===== src/rtl/ps2_keyboard_rx_if.sv =====
// Consumer-facing bundle of the PS/2 keyboard receiver: raw PS/2 lines in,
// queued key events and error status out.
interface ps2_keyboard_rx_if;
    logic        PS2C;
    logic        PS2D;
    logic        InteAccept;
    logic [15:0] scanCode;
    logic        KeyBoardInte;
    logic        overflow;
    logic        frame_err;
    logic [7:0]  err_count;

    modport master (
        output PS2C, PS2D, InteAccept,
        input  scanCode, KeyBoardInte, overflow, frame_err, err_count
    );

    modport slave (
        input  PS2C, PS2D, InteAccept,
        output scanCode, KeyBoardInte, overflow, frame_err, err_count
    );
endinterface


===== src/rtl/ps2_keyboard_rx.sv =====
// PS/2 keyboard receiver: synchronise and deglitch the lines, deserialise
// 11-bit frames, assemble make/break/extended events and queue them.
//
//  state | meaning
//  ------+---------------------------------------------------------------
//  IDLE  | waiting for a PS2C falling edge with data low (start bit)
//  SHIFT | capturing 8 data, parity and stop bits; watchdog armed
module ps2_keyboard_rx #(
    parameter int FILTER_LEN     = 8,
    parameter int FIFO_AW        = 4,
    parameter int TIMEOUT_CYCLES = 50000,
    parameter bit RAW_MODE       = 1'b0
) (
    input logic          clk,
    input logic          rst_n,
    ps2_keyboard_rx_if.slave bus
);
    localparam int FCW   = $clog2(FILTER_LEN);
    localparam int WDW   = $clog2(TIMEOUT_CYCLES + 1);
    localparam int DEPTH = 1 << FIFO_AW;
    localparam logic [FCW-1:0] F_LOAD  = FCW'(FILTER_LEN - 1);
    localparam logic [WDW-1:0] WD_LOAD = WDW'(TIMEOUT_CYCLES - 1);

    typedef enum logic {IDLE, SHIFT} rx_state_t;

    // index 0 = PS2C, index 1 = PS2D
    logic [1:0]     sync1, sync2, filt;
    logic [FCW-1:0] fcnt [2];
    logic           clk_filt_q;
    logic           fall;

    rx_state_t      state, state_nxt;
    logic           start, capture, stop_edge, timeout;
    logic [3:0]     bit_cnt;
    logic [WDW-1:0] wd_cnt;
    logic [8:0]     shreg;
    logic [9:0]     frame_bits;
    logic           frame_ok, bad;

    logic           byte_vld;
    logic [7:0]     byte_q;
    logic           ext, brk;
    logic           err_pulse;
    logic [7:0]     err_cnt;

    logic           push;
    logic [15:0]    push_data;
    logic [15:0]    mem [DEPTH];
    logic [FIFO_AW:0] wr_ptr, rd_ptr, rd_nxt;
    logic           full, pop, wr_en;
    logic           kbi_q, ovf_q;
    logic [15:0]    scan_q;

    always_ff @(posedge clk) begin
        if (!rst_n) begin
            sync1      <= 2'b11;
            sync2      <= 2'b11;
            filt       <= 2'b11;
            clk_filt_q <= 1'b1;
            for (int i = 0; i < 2; i++) fcnt[i] <= F_LOAD;
        end else begin
            sync1      <= {bus.PS2D, bus.PS2C};
            sync2      <= sync1;
            clk_filt_q <= filt[0];
            for (int i = 0; i < 2; i++) begin
                if (sync2[i] == filt[i]) begin
                    fcnt[i] <= F_LOAD;
                end else if (fcnt[i] == '0) begin
                    filt[i] <= sync2[i];
                    fcnt[i] <= F_LOAD;
                end else begin
                    fcnt[i] <= fcnt[i] - 1'b1;
                end
            end
        end
    end

    assign fall = clk_filt_q & ~filt[0];

    always_ff @(posedge clk) begin
        if (!rst_n) state <= IDLE;
        else        state <= state_nxt;
    end

    always_comb begin
        state_nxt = state;
        start     = 1'b0;
        capture   = 1'b0;
        stop_edge = 1'b0;
        timeout   = 1'b0;
        case (state)
            IDLE: begin
                if (fall && !filt[1]) begin
                    start     = 1'b1;
                    state_nxt = SHIFT;
                end
            end
            SHIFT: begin
                if (fall) begin
                    capture = 1'b1;
                    if (bit_cnt == 4'd9) begin
                        stop_edge = 1'b1;
                        state_nxt = IDLE;
                    end
                end else if (wd_cnt == '0) begin
                    timeout   = 1'b1;
                    state_nxt = IDLE;
                end
            end
            default: state_nxt = IDLE;
        endcase
    end

    // frame_bits: [7:0] data, [8] parity, [9] stop
    assign frame_bits = {filt[1], shreg};
    assign frame_ok   = frame_bits[9] & (^frame_bits[8:0]);
    assign bad        = (stop_edge & ~frame_ok) | timeout;

    always_ff @(posedge clk) begin
        if (!rst_n) begin
            bit_cnt <= '0;
            wd_cnt  <= '0;
            shreg   <= '0;
        end else if (start) begin
            bit_cnt <= '0;
            wd_cnt  <= WD_LOAD;
        end else if (capture) begin
            shreg   <= {filt[1], shreg[8:1]};
            bit_cnt <= stop_edge ? 4'd0 : bit_cnt + 4'd1;
            wd_cnt  <= WD_LOAD;
        end else if (timeout) begin
            bit_cnt <= '0;
            wd_cnt  <= '0;
        end else if (state == SHIFT) begin
            wd_cnt  <= wd_cnt - 1'b1;
        end
    end

    always_ff @(posedge clk) begin
        if (!rst_n) begin
            byte_vld  <= 1'b0;
            byte_q    <= '0;
            err_pulse <= 1'b0;
            err_cnt   <= '0;
            ext       <= 1'b0;
            brk       <= 1'b0;
        end else begin
            byte_vld  <= stop_edge & frame_ok;
            if (stop_edge) byte_q <= frame_bits[7:0];
            err_pulse <= bad;
            if (bad && err_cnt != 8'hFF) err_cnt <= err_cnt + 8'd1;
            if (bad) begin
                ext <= 1'b0;
                brk <= 1'b0;
            end else if (byte_vld && !RAW_MODE) begin
                if (byte_q == 8'hE0) begin
                    ext <= 1'b1;
                end else if (byte_q == 8'hF0) begin
                    brk <= 1'b1;
                end else begin
                    ext <= 1'b0;
                    brk <= 1'b0;
                end
            end
        end
    end

    always_comb begin
        push      = 1'b0;
        push_data = {8'h00, byte_q};
        if (byte_vld) begin
            if (RAW_MODE) begin
                push = 1'b1;
            end else if (byte_q != 8'hE0 && byte_q != 8'hF0) begin
                push      = 1'b1;
                push_data = {brk, ext, 6'b0, byte_q};
            end
        end
    end

    assign full   = (wr_ptr[FIFO_AW] != rd_ptr[FIFO_AW]) &&
                    (wr_ptr[FIFO_AW-1:0] == rd_ptr[FIFO_AW-1:0]);
    assign pop    = bus.InteAccept & kbi_q;
    assign wr_en  = push & (~full | pop);
    assign rd_nxt = pop ? rd_ptr + 1'b1 : rd_ptr;

    always_ff @(posedge clk) begin
        if (wr_en) mem[wr_ptr[FIFO_AW-1:0]] <= push_data;
    end

    // Outputs see a push one cycle late but a pop immediately, so the head
    // shown with KeyBoardInte is never a stale, already-popped entry.
    always_ff @(posedge clk) begin
        if (!rst_n) begin
            wr_ptr <= '0;
            rd_ptr <= '0;
            kbi_q  <= 1'b0;
            scan_q <= '0;
            ovf_q  <= 1'b0;
        end else begin
            if (wr_en) wr_ptr <= wr_ptr + 1'b1;
            rd_ptr <= rd_nxt;
            if (push && full && !pop) ovf_q <= 1'b1;
            kbi_q <= (wr_ptr != rd_nxt);
            if (wr_ptr != rd_nxt) scan_q <= mem[rd_nxt[FIFO_AW-1:0]];
        end
    end

    assign bus.scanCode     = scan_q;
    assign bus.KeyBoardInte = kbi_q;
    assign bus.overflow     = ovf_q;
    assign bus.frame_err    = err_pulse;
    assign bus.err_count    = err_cnt;
endmodule


===== src/flat_wrapper.sv =====
// flat-port wrapper written by rule: the top's interface ports become plain ports
module ps2_keyboard_rx_flat 
#(
    parameter int FILTER_LEN     = 8,
    parameter int FIFO_AW        = 4,
    parameter int TIMEOUT_CYCLES = 50000,
    parameter bit RAW_MODE       = 1'b0
)
  (clk, rst_n, bus_PS2C, bus_PS2D, bus_InteAccept, bus_scanCode, bus_KeyBoardInte, bus_overflow, bus_frame_err, bus_err_count);
  ps2_keyboard_rx_if bus_i ();
  input logic clk;
  input logic rst_n;
  input wire logic [$bits(bus_i.PS2C)-1:0] bus_PS2C;
  input wire logic [$bits(bus_i.PS2D)-1:0] bus_PS2D;
  input wire logic [$bits(bus_i.InteAccept)-1:0] bus_InteAccept;
  output wire logic [$bits(bus_i.scanCode)-1:0] bus_scanCode;
  output wire logic [$bits(bus_i.KeyBoardInte)-1:0] bus_KeyBoardInte;
  output wire logic [$bits(bus_i.overflow)-1:0] bus_overflow;
  output wire logic [$bits(bus_i.frame_err)-1:0] bus_frame_err;
  output wire logic [$bits(bus_i.err_count)-1:0] bus_err_count;
  assign bus_i.PS2C = bus_PS2C;
  assign bus_i.PS2D = bus_PS2D;
  assign bus_i.InteAccept = bus_InteAccept;
  assign bus_scanCode = bus_i.scanCode;
  assign bus_KeyBoardInte = bus_i.KeyBoardInte;
  assign bus_overflow = bus_i.overflow;
  assign bus_frame_err = bus_i.frame_err;
  assign bus_err_count = bus_i.err_count;
  ps2_keyboard_rx #(.FILTER_LEN(FILTER_LEN), .FIFO_AW(FIFO_AW), .TIMEOUT_CYCLES(TIMEOUT_CYCLES), .RAW_MODE(RAW_MODE)) u_core (.clk(clk), .rst_n(rst_n), .bus(bus_i));
endmodule

===== config.mk =====
export PLATFORM = sky130hd
export DESIGN_NAME = ps2_keyboard_rx_flat
export DESIGN_NICKNAME = d
export VERILOG_FILES = /design/src/rtl/ps2_keyboard_rx_if.sv /design/src/rtl/ps2_keyboard_rx.sv /design/src/flat_wrapper.sv
export SDC_FILE = /design/constraint.sdc
export NUM_CORES = 1
export LEC_CHECK = 0
export ABC_AREA = 0
export CAP_MARGIN = 20
export CORE_AREA = 3 3 176 178
export DETAILED_ROUTE_END_ITERATION = 10
export DIE_AREA = 0 0 179 181
export PLACE_DENSITY = 0.5
export SLEW_MARGIN = 40
export SYNTH_ARGS = -nofsm -noshare
export SYNTH_HDL_FRONTEND = slang
export SYNTH_SLANG_ARGS = --single-unit

===== constraint.sdc =====
create_clock -name clk -period 2.6 [get_ports clk]
set_clock_uncertainty 0.1 [all_clocks]
set_input_delay 0.52 -clock clk [delete_from_list [all_inputs] [get_ports clk]]
set_output_delay 0.52 -clock clk [all_outputs]
set_load 0.1 [all_outputs]

; ---- Yosys cells after proc, flatten, opt, wreduce, memory -nomap -nowiden
; Memories as Yosys holds them, arrays and structs flattened. A register that Yosys moved wholly into a read port is not among the register bits.
; Cells that the tools add are included.
[classes]
addsub = 7
eq_ne = 12
mux = 60
bitwise = 23
reduce_logical = 23
[op_table]
columns = operator, count
row1 = 2-to-1 mux 16 bit, 6
row2 = 2-to-1 mux 1 bit, 43
row3 = "inequality test 8 bit, second input constant", 3
row4 = 2-to-1 mux 3 bit, 6
row5 = "equality test 8 bit, second input constant", 2
row6 = logical NOT 16 bit, 1
row7 = "subtractor 16 x 1 -> 16 bit, second input constant", 1
row8 = 2-to-1 mux 4 bit, 3
row9 = "adder 5 x 1 -> 5 bit, second input constant", 2
row10 = AND reduction 2 bit, 5
row11 = inverter 1 bit, 9
row12 = parity 9 bit, 1
row13 = "adder 8 x 1 -> 8 bit, second input constant", 1
row14 = bitwise OR 1 bit, 8
row15 = AND 1 bit, 6
row16 = logical AND 1 bit, 6
row17 = logical NOT 3 bit, 2
row18 = "subtractor 3 x 1 -> 3 bit, second input constant", 2
row19 = 2-to-1 mux 5 bit, 1
row20 = inequality test 5 bit, 1
row21 = "adder 4 x 1 -> 4 bit, second input constant", 1
row22 = equality test 4 bit, 1
row23 = "equality test 4 bit, second input constant", 1
row24 = nonzero test 4 bit, 1
row25 = other kinds (8), 12
[totals]
regBits = 69
ram_bits = 262
input_bits = 5
elab_cells = 147
n_memories = 2
[mem_list]
columns = name, words, width, rd, rd_clocked_by_memory_dff, write_ports, line
row1 = u_core.mem, 16, 16, 1, 1, 1, ps2_keyboard_rx.sv:48  ; logic [15:0] mem [DEPTH];
row2 = u_core.fcnt, 2, 3, 2, 0, 2, ps2_keyboard_rx.sv:28  ; logic [FCW-1:0] fcnt [2];

; ---- Depth between registers and ports, before layout
[logic_depth]
depth_word = 7
depth_mapped = 9
mapped_depth_nobuf = 7

; ---- Least setup slack after synthesis
; OpenSTA, ideal clock, no wires.
[synth_path]
path_type = flip-flop to flip-flop
from = register u_core.kbi_q, in the netlist u_core.bus.KeyBoardInte
to = register u_core.scan_q[4], in the netlist u_core.bus.scanCode[4] (read register of u_core.mem)
setup_time_ps = 118
arrival_time_ps = 2901
required_ps = 2382
setup_slack_ps = -518
path_stages_with_launch = 8
n_path_buf = 1
path_cell_list = dfxtp_1 nand2_4 xor2_4 buf_6 mux4_1 mux2_2 a32o_1 a22o_1
[synth_via]
elab_chain_cells = 3
[synth_rtl]
columns = item, line
row1 = "start, declared", ps2_keyboard_rx.sv:51  ; logic kbi_q, ovf_q;
row2 = "start signal, assigned", ps2_keyboard_rx.sv:204  ; kbi_q <= (wr_ptr != rd_nxt);
row3 = AND 1 bit (*), ps2_keyboard_rx.sv:183  ; assign pop = bus.InteAccept & kbi_q;
row4 = 2-to-1 mux 5 bit (*), ps2_keyboard_rx.sv:185  ; assign rd_nxt = pop ? rd_ptr + 1'b1 : rd_ptr;
row5 = inequality test 5 bit, ps2_keyboard_rx.sv:205  ; if (wr_ptr != rd_nxt) scan_q <= mem[rd_nxt[FIFO_AW-1:0]];
row6 = "end, declared", ps2_keyboard_rx.sv:52  ; logic [15:0] scan_q;
; Mark *: on every way between the ends. The rest lies on a longest branch, timed or not.
; A chain may end at the register's enable or synchronous reset.

; ---- Worst setup path in the final report
[layout_path]
from = register u_core.rd_ptr[0]
to = register u_core.scan_q[5], in the netlist u_core.bus.scanCode[5] (read register of u_core.mem)
[layout_via]
elab_chain_cells = 3
[layout_rtl]
columns = item, line
row1 = "start, declared", ps2_keyboard_rx.sv:49  ; logic [FIFO_AW:0] wr_ptr, rd_ptr, rd_nxt;
row2 = "start signal, assigned", ps2_keyboard_rx.sv:202  ; rd_ptr <= rd_nxt;
row3 = adder 5 x 1 -> 5 bit, ps2_keyboard_rx.sv:185
row4 = 2-to-1 mux 5 bit (*), ps2_keyboard_rx.sv:185
row5 = inequality test 5 bit, ps2_keyboard_rx.sv:205
; Marks and branches as above.

==> reports/qor.csv <==
stage,metric,value,unit
outcome,status,completed,
placed_design,gp_congestion,0.757,
floorplan,core_region_area,29600,um^2
min_path,min_delay_path_depth,1,
synthesis,netlist_area,10300,um^2
route,post_drt_wl_per_cell,17.7,um
placed_design,preCtsSetupSlack,-389,ps
timing,tns,0,ps
timing,fmax,410,MHz
timing,setup_viol,0,
min_path,min_path_type,reg -> reg,
clock_network,ctsHtreeMaxLevel,1,
critical_path,slowest_stage,mux4_1,
clock_network,clock_path_buffers,3,
final_layout,drive_above_1_share,17.7,%
critical_path,worstSetupPathType,reg -> reg,
route,vias,6382,
placed_design,port_buffers,25,
timing,period_share,93.8,%
critical_path,slowest_delay,570,ps
global_routing,grt_overflow,0,
critical_path,rr_worst_depth,7,
synthesis,yosysUniqueCellTypes,57,
route,dr.pass1.iters,7,
critical_path,end_kind,flip-flop,
pwr,ir_drop,423,uV
synthesis,async_flop_share,0,%
critical_path,critPathMaxFanout,19,
route,drt-initial-drc-count,388,
min_path,min_to,u_core.sync2[1],
clock_network,cts_sinks,245,
floorplan,die_h,181,um
critical_path,rrSetupSlack,160,ps
global_routing,grt_max_degree,37,
min_path,hp-start,u_core.sync1[1],
pwr,p_total,7.89,mW
synthesis,synthCells,796,
global_routing,grt_usage,14.1,%
clock_network,tritoncts,built,
floorplan,row_count,63,
critical_path,cp.required,2940,ps
floorplan,die_area,32400,um^2
clock_network,numCtsBuffers,27,
clock_network,hold_buffers,0,
timing,hold_slack,303,ps
timing,rsz0062_at_grt,no,
final_layout,fin_area,12400,um^2
placed_design,place_inst,1247,
timing,fin_ws,161,ps
synthesis,synth_top_flop_cell,edfxtp_1,
final_layout,nNetsFinal,905,
pwr,p_leak,4.59,nW
clock_network,cts_setup_buffers,0,
timing,finalHoldViolations,0,
clock_network,path_clk_slew,60,ps
placed_design,dp_hpwl,15100,um
synthesis,synth_seq_cells,245,
synthesis,yosysWarnings,0,
clock_network,clkLatencyLatePin,550,ps
critical_path,cp-start-kind,flip-flop,
critical_path,r2r-end,u_core.bus.scanCode[5],
timing,tightest_slew,622,ps
floorplan,die_w,179,um
final_layout,synthToLayoutAreaGrowth,20.3,%
route,drt-total-wl,22900,um
synthesis,syn_area_per_cell,12.9,um^2
final_layout,fillers,2758,
timing,slew_headroom,58.5,%
clock_network,cts_resized,0,
final_layout,layout.cells.non_filler,1292,
critical_path,r2r_start,u_core.rd_ptr[0],
route,ant_nets,0,
global_routing,antenna_found_initial,0,
placed_design,place_area,11500,um^2
global_routing,grt_pass1_vias,6208,
floorplan,io_pins,32,
timing,fin_crit,2440,ps
synthesis,yosysSeqAreaShare,63.8,%
route,drc,0,
pwr,p_per_area,637,nW/um^2
floorplan,initial_core_util,34.8,%
critical_path,crit_arrival,2780,ps
final_layout,antennaDiodeCount,0,
synthesis,synth_edf_count,166,
clock_network,cts.root.buffer_cell,clkbuf_16,
global_routing,grt_pass1_wl,36100,um
critical_path,crit_chain,buf_4 > xor2_4 > buf_12 > mux4_1 > mux2_2 > a32o_1 > a22o_1,
route,avgViaCountPerCell,4.94,
flow_run,drv_cap,0,
final_layout,final_util,41.9,%
timing,drv_slew,0,
worst max path at each step:
stage	startpoint	end	slack (ps)	cells past startpoint
2_1_floorplan	u_core.rd_ptr[2]	u_core.mem[1][0]	40	6
3_3_place_gp	bus_InteAccept	u_core.bus.scanCode[1]	-370	8
3_5_place_dp	bus_InteAccept	u_core.bus.scanCode[5]	-390	8
4_1_cts	u_core.rd_ptr[0]	u_core.bus.scanCode[5]	160	7
5_1_grt	u_core.rd_ptr[0]	u_core.bus.scanCode[5]	40	7
6_report	u_core.rd_ptr[0]	u_core.bus.scanCode[5]	160	7
metal layers:
metal	vias up	track usage, %	part of all wire, %
met3	40	2.21	4.2
li1	3109	-	-
met4	0	3.49	2.2
met2	130	23.4	48
met5	-	0	0
met1	3103	19.5	45
flip-flops by register name, indices dropped and copies added (netlist names), 2 cells and up:
signal,flops
u_core.mem,160
u_core.wd_cnt,16
u_core.bus.scanCode,10
u_core.shreg,9
u_core.bus.err_count,8
u_core.byte_q,8
u_core.fcnt,6
u_core.rd_ptr,5
u_core.wr_ptr,5
u_core.bit_cnt,4
u_core.filt,2
u_core.sync1,2
u_core.sync2,2
cells in the mapped netlist (all sizes together), types with 10 or more instances:
library cell,count,area share (%)
a32oi,10,0.85
clkbuf,22,0.80
a31oi,14,0.91
nor3,15,0.73
mux2,11,1.2
dfxtp,79,15
o21ai,15,0.73
nand2,108,4.0
nor2,60,2.2
nand2b,16,0.97
inv,21,0.77
buf,19,1.1
edfxtp,166,48
mux4,20,4.6
mux2i,25,2.4
a21oi,29,1.4
or3,11,0.67
a22o,10,0.85
xnor2,15,1.3
nand3,26,1.3
xor2,17,1.6
ha,14,1.7
power by group:
part           leakage (nW)  switching, mW  internal [mW]
logic                  1.95         0.0717         0.0191
registers              2.22        0.00119           4.11
clock network         0.415           1.49           2.19
total                  4.59           1.56           6.32
logic make-up after synthesis:
| logic type | share of synthesized area (%) |
|---|---|
| AO/OA/AOI/OAI | 7.78 |
| XOR/XNOR | 3.78 |
| flip-flops | 63.8 |
| other | 0.0730 |
| multiplexers | 8.27 |
| buffers and inverters | 2.72 |
| AND/OR/NAND/NOR | 11.8 |
| adder cells (fa/ha/maj) | 1.70 |
cell type report:
cell class,instances,area [um^2],share of cell area [%]
Timing Repair Buffer,92,888,7.18
Tap cell,390,488,3.94
Multi-Input combinational cell,498,3490,28.2
Sequential cell,245,6570,53.1
Clock inverter,7,103,0.829
Inverter,22,82.6,0.667
Clock buffer,38,747,6.04
layout by cell type (no fill, tap or decap), types with 4 or more instances in the layout:
master,Yosys,routed
xor2_1,16,16
and3_1,7,7
mux4_1,7,7
a32o_1,9,9
mux2_2,11,11
buf_12,0,15
mux4_2,13,13
a31oi_1,13,13
nand4_1,6,6
nor3_1,15,14
xnor3_1,4,4
or3_1,11,11
ha_1,14,14
mux2i_1,25,25
o21ai_0,15,15
a22o_1,10,10
a211oi_1,7,7
nor2_1,59,58
clkbuf_1,22,8
nand3_1,26,26
clkdlybuf4s50_1,0,4
edfxtp_1,166,166
a21oi_1,29,29
inv_1,21,21
buf_4,8,73
nand2_1,107,107
and2_1,4,4
a32oi_1,10,10
xnor2_1,15,14
a21o_1,4,4
nand2b_1,16,16
conb_1,2,12
clkbuf_16,0,27
dfxtp_1,79,78
worst max-delay path: cells and delay by family, from the launching register on:
family                 cells  cell delay [ps]
AO/OA/AOI/OAI              2              400
XOR/XNOR                   1              150
buffers and inverters      2              380
flip-flops                 1              420
multiplexers               2              880
Note: power is estimated with default switching activity, not from simulation.
